<file path="src/rtl/mdio_master.sv">
// rtl/mdio_master.sv - Clause-22 MDIO master, one read/write frame per request.
// Build option: MDIO_PREAMBLE_SUPPRESS_EN drops the 32-bit preamble.
module mdio_master #(
    parameter int CLK_DIV = 25
) (
    input  logic        clk,
    input  logic        rstn,
    input  logic        enable,
    input  logic        req_valid,
    output logic        req_ready,
    input  logic        req_write,
    input  logic [4:0]  req_phy,
    input  logic [4:0]  req_reg,
    input  logic [15:0] req_wdata,
    output logic        rsp_valid,
    output logic [15:0] rsp_rdata,
    output logic        rsp_err,
    output logic        busy,
    output logic        mdc,
    output logic        mdio_o,
    output logic        mdio_oe,
    input  logic        mdio_i
);
    localparam logic [2:0] IDLE = 3'd0, PRE = 3'd1, HDR = 3'd2, TA = 3'd3,
                           DATA = 3'd4, TAIL = 3'd5, DONE = 3'd6;
`ifdef MDIO_PREAMBLE_SUPPRESS_EN
    localparam logic [2:0] FIRST = HDR;
`else
    localparam logic [2:0] FIRST = PRE;
`endif
    localparam int DIV_W = $clog2(2 * CLK_DIV);
    localparam logic [DIV_W-1:0] DIV_MID  = DIV_W'(CLK_DIV - 1);
    localparam logic [DIV_W-1:0] DIV_LAST = DIV_W'(2 * CLK_DIV - 1);

    logic [2:0]       state_q, state_d, nxt_state;
    logic [4:0]       cnt_q, cnt_d, nxt_cnt;
    logic [DIV_W-1:0] div_q, div_d;
    logic             load_q, load_d;
    logic             mdc_q, mdc_d, mdio_o_q, mdio_o_d, mdio_oe_q, mdio_oe_d;
    logic             rsp_valid_q, rsp_valid_d, rsp_err_q, rsp_err_d;
    logic [15:0]      rsp_rdata_q, rsp_rdata_d;
    logic             wr_q, wr_d, ta_q, ta_d;
    logic [4:0]       phy_q, phy_d, reg_q, reg_d;
    logic [15:0]      wdata_q, wdata_d, shift_q, shift_d;
    logic [13:0]      hdr;

    function automatic logic [4:0] state_last(input logic [2:0] st);
        case (st)
            PRE:     state_last = 5'd31;
            HDR:     state_last = 5'd13;
            TA:      state_last = 5'd1;
            DATA:    state_last = 5'd15;
            default: state_last = 5'd0;
        endcase
    endfunction

    function automatic logic [2:0] state_next(input logic [2:0] st);
        case (st)
            PRE:     state_next = HDR;
            HDR:     state_next = TA;
            TA:      state_next = DATA;
            DATA:    state_next = TAIL;
            default: state_next = DONE;
        endcase
    endfunction

    // Returns {oe, o} for bit cnt of frame section st.
    function automatic logic [1:0] frame_bit(input logic [2:0] st, input logic [4:0] cnt,
                                             input logic wr, input logic [13:0] h,
                                             input logic [15:0] wd);
        case (st)
            PRE:     frame_bit = 2'b11;
            HDR:     frame_bit = {1'b1, h[4'd13 - cnt[3:0]]};
            TA:      frame_bit = wr ? {1'b1, cnt == 5'd0} : 2'b01;
            DATA:    frame_bit = wr ? {1'b1, wd[4'd15 - cnt[3:0]]} : 2'b01;
            default: frame_bit = 2'b01;
        endcase
    endfunction

    assign hdr       = {2'b01, wr_q ? 2'b01 : 2'b10, phy_q, reg_q};
    assign req_ready = (state_q == IDLE) && enable && rstn;
    assign busy      = (state_q != IDLE);
    assign mdc       = mdc_q;
    assign mdio_o    = mdio_o_q;
    assign mdio_oe   = mdio_oe_q;
    assign rsp_valid = rsp_valid_q;
    assign rsp_rdata = rsp_rdata_q;
    assign rsp_err   = rsp_err_q;

    always_comb begin
        if (cnt_q == state_last(state_q)) begin
            nxt_state = state_next(state_q);
            nxt_cnt   = 5'd0;
        end else begin
            nxt_state = state_q;
            nxt_cnt   = cnt_q + 5'd1;
        end
    end

    always_comb begin
        state_d = state_q;  cnt_d = cnt_q;  div_d = div_q;  load_d = load_q;
        mdc_d = mdc_q;  mdio_o_d = mdio_o_q;  mdio_oe_d = mdio_oe_q;
        rsp_valid_d = 1'b0;  rsp_rdata_d = rsp_rdata_q;  rsp_err_d = rsp_err_q;
        wr_d = wr_q;  phy_d = phy_q;  reg_d = reg_q;  wdata_d = wdata_q;
        shift_d = shift_q;  ta_d = ta_q;
        if (!enable) begin
            state_d = IDLE;  mdc_d = 1'b0;  mdio_oe_d = 1'b0;  mdio_o_d = 1'b1;
            div_d = '0;  load_d = 1'b0;  cnt_d = 5'd0;
        end else begin
            case (state_q)
                IDLE: if (req_valid && req_ready) begin
                    wr_d = req_write;  phy_d = req_phy;  reg_d = req_reg;  wdata_d = req_wdata;
                    state_d = FIRST;  cnt_d = 5'd0;  div_d = '0;  load_d = 1'b1;
                end
                DONE: state_d = IDLE;
                default: begin
                    // The cycle after accept only loads the first bit, so bit k starts at accept+1+2*CLK_DIV*k.
                    if (load_q) begin
                        {mdio_oe_d, mdio_o_d} = frame_bit(state_q, cnt_q, wr_q, hdr, wdata_q);
                        mdc_d = 1'b0;  div_d = '0;  load_d = 1'b0;
                    end else if (div_q == DIV_MID) begin
                        mdc_d = 1'b1;
                        div_d = div_q + 1'b1;
                        if (state_q == TA && cnt_q == 5'd1) ta_d = mdio_i;
                        if (state_q == DATA) shift_d = {shift_q[14:0], mdio_i};
                    end else if (div_q == DIV_LAST) begin
                        mdc_d = 1'b0;  div_d = '0;
                        state_d = nxt_state;  cnt_d = nxt_cnt;
                        if (nxt_state == DONE) begin
                            mdio_oe_d = 1'b0;  mdio_o_d = 1'b1;  rsp_valid_d = 1'b1;
                            rsp_rdata_d = wr_q ? 16'h0000 : shift_q;
                            rsp_err_d   = wr_q ? 1'b0 : ta_q;
                        end else begin
                            {mdio_oe_d, mdio_o_d} = frame_bit(nxt_state, nxt_cnt, wr_q, hdr, wdata_q);
                        end
                    end else begin
                        div_d = div_q + 1'b1;
                    end
                end
            endcase
        end
    end

    always_ff @(posedge clk) begin
        if (!rstn) begin
            state_q <= IDLE;  cnt_q <= 5'd0;  div_q <= '0;  load_q <= 1'b0;
            mdc_q <= 1'b0;  mdio_o_q <= 1'b1;  mdio_oe_q <= 1'b0;
            rsp_valid_q <= 1'b0;  rsp_rdata_q <= 16'h0000;  rsp_err_q <= 1'b0;
            wr_q <= 1'b0;  phy_q <= 5'd0;  reg_q <= 5'd0;  wdata_q <= 16'h0000;
            shift_q <= 16'h0000;  ta_q <= 1'b0;
        end else begin
            state_q <= state_d;  cnt_q <= cnt_d;  div_q <= div_d;  load_q <= load_d;
            mdc_q <= mdc_d;  mdio_o_q <= mdio_o_d;  mdio_oe_q <= mdio_oe_d;
            rsp_valid_q <= rsp_valid_d;  rsp_rdata_q <= rsp_rdata_d;  rsp_err_q <= rsp_err_d;
            wr_q <= wr_d;  phy_q <= phy_d;  reg_q <= reg_d;  wdata_q <= wdata_d;
            shift_q <= shift_d;  ta_q <= ta_d;
        end
    end
endmodule

</file>
<file path="config.mk">
export PLATFORM = sky130hd
export DESIGN_NAME = mdio_master
export DESIGN_NICKNAME = d
export VERILOG_FILES = /design/src/rtl/mdio_master.sv
export SDC_FILE = /design/constraint.sdc
export NUM_CORES = 1
export LEC_CHECK = 0
export CAP_MARGIN = 20
export CORE_MARGIN = 5
export CORE_UTILIZATION = 40
export CTS_CLUSTER_DIAMETER = 200
export DETAILED_ROUTE_END_ITERATION = 10
export GPL_TIMING_DRIVEN = 0
export PLACE_DENSITY_LB_ADDON = 0.25
export SLEW_MARGIN = 15
export SYNTH_ARGS = -nofsm -noshare
export SYNTH_HDL_FRONTEND = slang
export SYNTH_SLANG_ARGS = --single-unit
</file>
<file path="constraint.sdc">
create_clock -name clk -period 3.3 [get_ports clk]
set_input_delay 0.825 -clock clk [delete_from_list [all_inputs] [get_ports clk]]
set_output_delay 0.825 -clock clk [all_outputs]
set_load 0.02 [all_outputs]
</file>
==> key figures <==
Timing
  – Final worst path period share: between 90 and 100%
  – Hold Vio Cnt, Final: 0
  – Min Tclk post-route: 3082 ps
  – Relative slew slack: 58.95%
  – Hold slack: ~480 ps
  – Measured slew at the worst slew-check pin: just over 600 ps
  – Max Fclk: between 300 and 400 MHz
  – Layout Skew: about 12 ps
  – Finish-stage setup viols: 0
  – Slew Viols, Final: 0

Synth
  – Primary FF master, synth: dfxtp_1
  – Synth Net Count: 547
  – Post-synth top area share: 36.29%
  – Seq/Total Area, Yosys: 36.29%
  – Largest area contributor in the netlist: dfxtp_1
  – Synth Instances: just over 500
  – Yosys warns: 0
  – Mapped Avg Cell Area: 8.721 um2
  – Yosys reg bits: 80
  – Synth Cell Area: 4413 um2
  – Synth async-reset ratio: 0%
  – Synth top area cells: dfxtp_1 (36%), nand2_1 (5.7%), nor2b_1 (5.7%), mux4_2 (5.1%), mux2i_1 (5.0%)
  – Number of flops mapped to enable cells by yosys: 0
  – Cell variety after synth: 67

Finish
  – Finished Layout Cells: 714
  – Layout Nets: 610
  – Area of the multi-input gates: ~2600 um2
  – Most frequent cells in the layout: dfxtp_1 (80), nand2_1 (66), clkdlybuf4s50_1 (52), nor2b_1 (39), a21oi_1 (35)
  – Layout fillers: between 1000 and 1500
  – Register area: about 1600 um2
  – Area Growth Syn to Fin: 21.55%
  – Share of cells above drive strength 1: 10.28%
  – Ant. Diodes: 0
  – Final Instance Area: 5364 um2
  – Most common cell after layout, fill and taps aside: dfxtp_1

Place
  – Input/output buffers: 53
  – Post-detail-place hpwl: 8.291 mm
  – Dpl cells: 699
  – Placer Congestion: around 0.9
  – DP Area: 5119 um2

Global route
  – Largest net degree at the start of global routing: 17
  – GR Overflow Total: 0
  – Vias in the first global route: approximately 3800
  – Total Routing Usage GR: between 15 and 20%
  – Initial antenna violation count: 0
  – First-pass GRT wire length: between 15 and 20 mm

Critical path
  – Arrival time of the worst setup path: 3330 ps
  – Peak per-stage delay on the critical path: between 300 and 400 ps
  – Crit-path slowest cell: clkbuf_1
  – Critical-path maximum fanout: 10
  – Startpoint types: register
  – Setup CP Type: register to register
  – CP required: 3550 ps
  – CP cell instances: clkbuf_1 -> and2_1 -> o211ai_1 -> a32oi_4 -> buf_4 -> nor2_1 -> ha_1 -> o31ai_1 -> or3_1 -> a22o_1 -> o311ai_1 -> a2bb2oi_1
  – Crit path capture type: register

Routing
  – Total Wirelength: 10.98 mm
  – Antenna viol nets, final: 0
  – First drt pass iteration count: 4
  – DR vias: 3855
  – Routed length per instance: between 15 and 20 um
  – DRT iter0 DRCs: 172
  – Residual DRC: 0
  – Vias per std cell: 5.399

Floorplanning
  – Core box area: between 10000 and 15000 um2
  – FP Rows: 38
  – Die W: around 120 um
  – DIE HEIGHT: 115.0 um
  – Starting Density: 40.71%
  – Die ar.: approximately 13000 um2
  – I/O pin total: 55

Power and ir drop
  – Final Power: 1.996 mW
  – PD cells: 372.1 nW/um2
  – Max IR drop VDD: 0.1801 mV
  – Leakage power: around 2.0 nW

Clocking
  – CTS buffer count: 9
  – Clock Pin Slew Worst Setup and Hold Paths: roughly 90 ps
  – Root buffer cell: clkbuf_8
  – Maximum buffer depth of the clock tree: 2
  – Worst skew pair latency: between 300 and 400 ps
  – CTS H-tree depth: 3
  – Hold-fix buffers, CTS: 0
  – CTS tree: built
  – CTS Sinks: 80

Job
  – Max Cap Violations: 0

Min path
  – Hold WC Path Type: register to register

Outcome
  – Status: finished clean
==> per-layer routing <==
metal | track usage, % | up-vias | share of wire, %
met2 | 27.89 | 73 | 47
met1 | 24.10 | 1855 | 47
met4 | 6.103 | 0 | 1.6
li1 | - | 1911 | -
met5 | 0 | - | 0
met3 | 3.579 | 16 | 4.3
==> critical path: cells and delay by family (launching register included) <==
kind	cells	cell delay, ps
buf+inv	2	630
flops	1	320
simple gates	3	650
fa+ha+maj	1	370
compound gates	6	990
==> logic make-up after synthesis <==
| kind of cell | share of synthesized area, % |
|---|---|
| XOR/XNOR | 1.389 |
| multiplexers | 10.35 |
| flip-flops | 36.29 |
| buffers and inverters | 5.132 |
| adder cells (fa/ha/maj) | 2.552 |
| AO/OA/AOI/OAI | 19.00 |
| AND/OR/NAND/NOR | 25.29 |
==> worst paths after layout <==
check / startpoint / to / slack, ps / depth (start not counted)
max: cnt_q[3] / mdio_o / 220 / 12
min: mdc / mdc / 480 / 2
max reg2reg: cnt_q[3] / mdio_o / 220 / 12
min reg2reg: mdc / mdc / 480 / 2
==> registers in the layout, indices dropped and copies added (netlist names) <==
name       flops
rsp_valid      1
mdc            1
rsp_err        1
wdata_q       16
load_q         1
mdio_oe        1
wr_q           1
reg_q          5
rsp_rdata     16
state_q        3
mdio_o         1
shift_q       16
phy_q          5
cnt_q          5
ta_q           1
div_q          6
==> where the power goes <==
group	switching, mW	internal, mW
Sequential	0.0100	0.977
Combinational	0.0764	0.0780
Clock	0.410	0.445
==> area by class of cell <==
class / instances / share of cell area (%)
Multi-Input combinational cell: 377 / 48.33
Sequential cell: 80 / 29.86
Timing Repair Buffer: 53 / 9.937
Buffer: 37 / 3.499
Tap cell: 140 / 3.266
Clock buffer: 9 / 2.309
Clock inverter: 7 / 2.029
Inverter: 11 / 0.7698
==> Yosys cell counts (2+ instances only) <==
master / count
ha_1: 9
a21o_1: 2
xnor2_1: 4
o21ai_1: 2
o21a_1: 2
nand3_1: 9
a22oi_1: 3
nor3b_1: 18
dfxtp_1: 80
nand2_1: 67
mux4_2: 10
nand3b_1: 2
o211ai_1: 2
buf_1: 3
inv_1: 11
and3_1: 2
o21bai_1: 2
a21boi_0: 27
clkbuf_1: 18
a31oi_1: 2
buf_2: 13
or3_1: 8
nor2_1: 29
a211oi_1: 4
nor2b_1: 40
mux2i_1: 22
a32oi_1: 3
a21oi_1: 35
o221a_2: 3
xor2_1: 3
and2_1: 6
o21ai_0: 16
nand2b_1: 4
buf_6: 3
nor3_1: 10
==> timing repair <==
action	4_1_cts	5_1_grt
gates resized for setup	3	4
buffers inserted	0	0
setup endpoints to repair	2	2
==> metrics by stage <==
stage / util, % / TNS [ps] / setup WS (ps)
after floorplan: - / 0 / 373.7
after global placement: 47.22 / -184.1 / -184.1
after detailed placement: 47.22 / -274.9 / -254.3
after CTS: 49.39 / 0 / 39.70
after global routing: 49.48 / -1.389 / -1.389
final: 49.48 / 0 / 218.2
No activity file was read; power rests on OpenSTA's default activity.
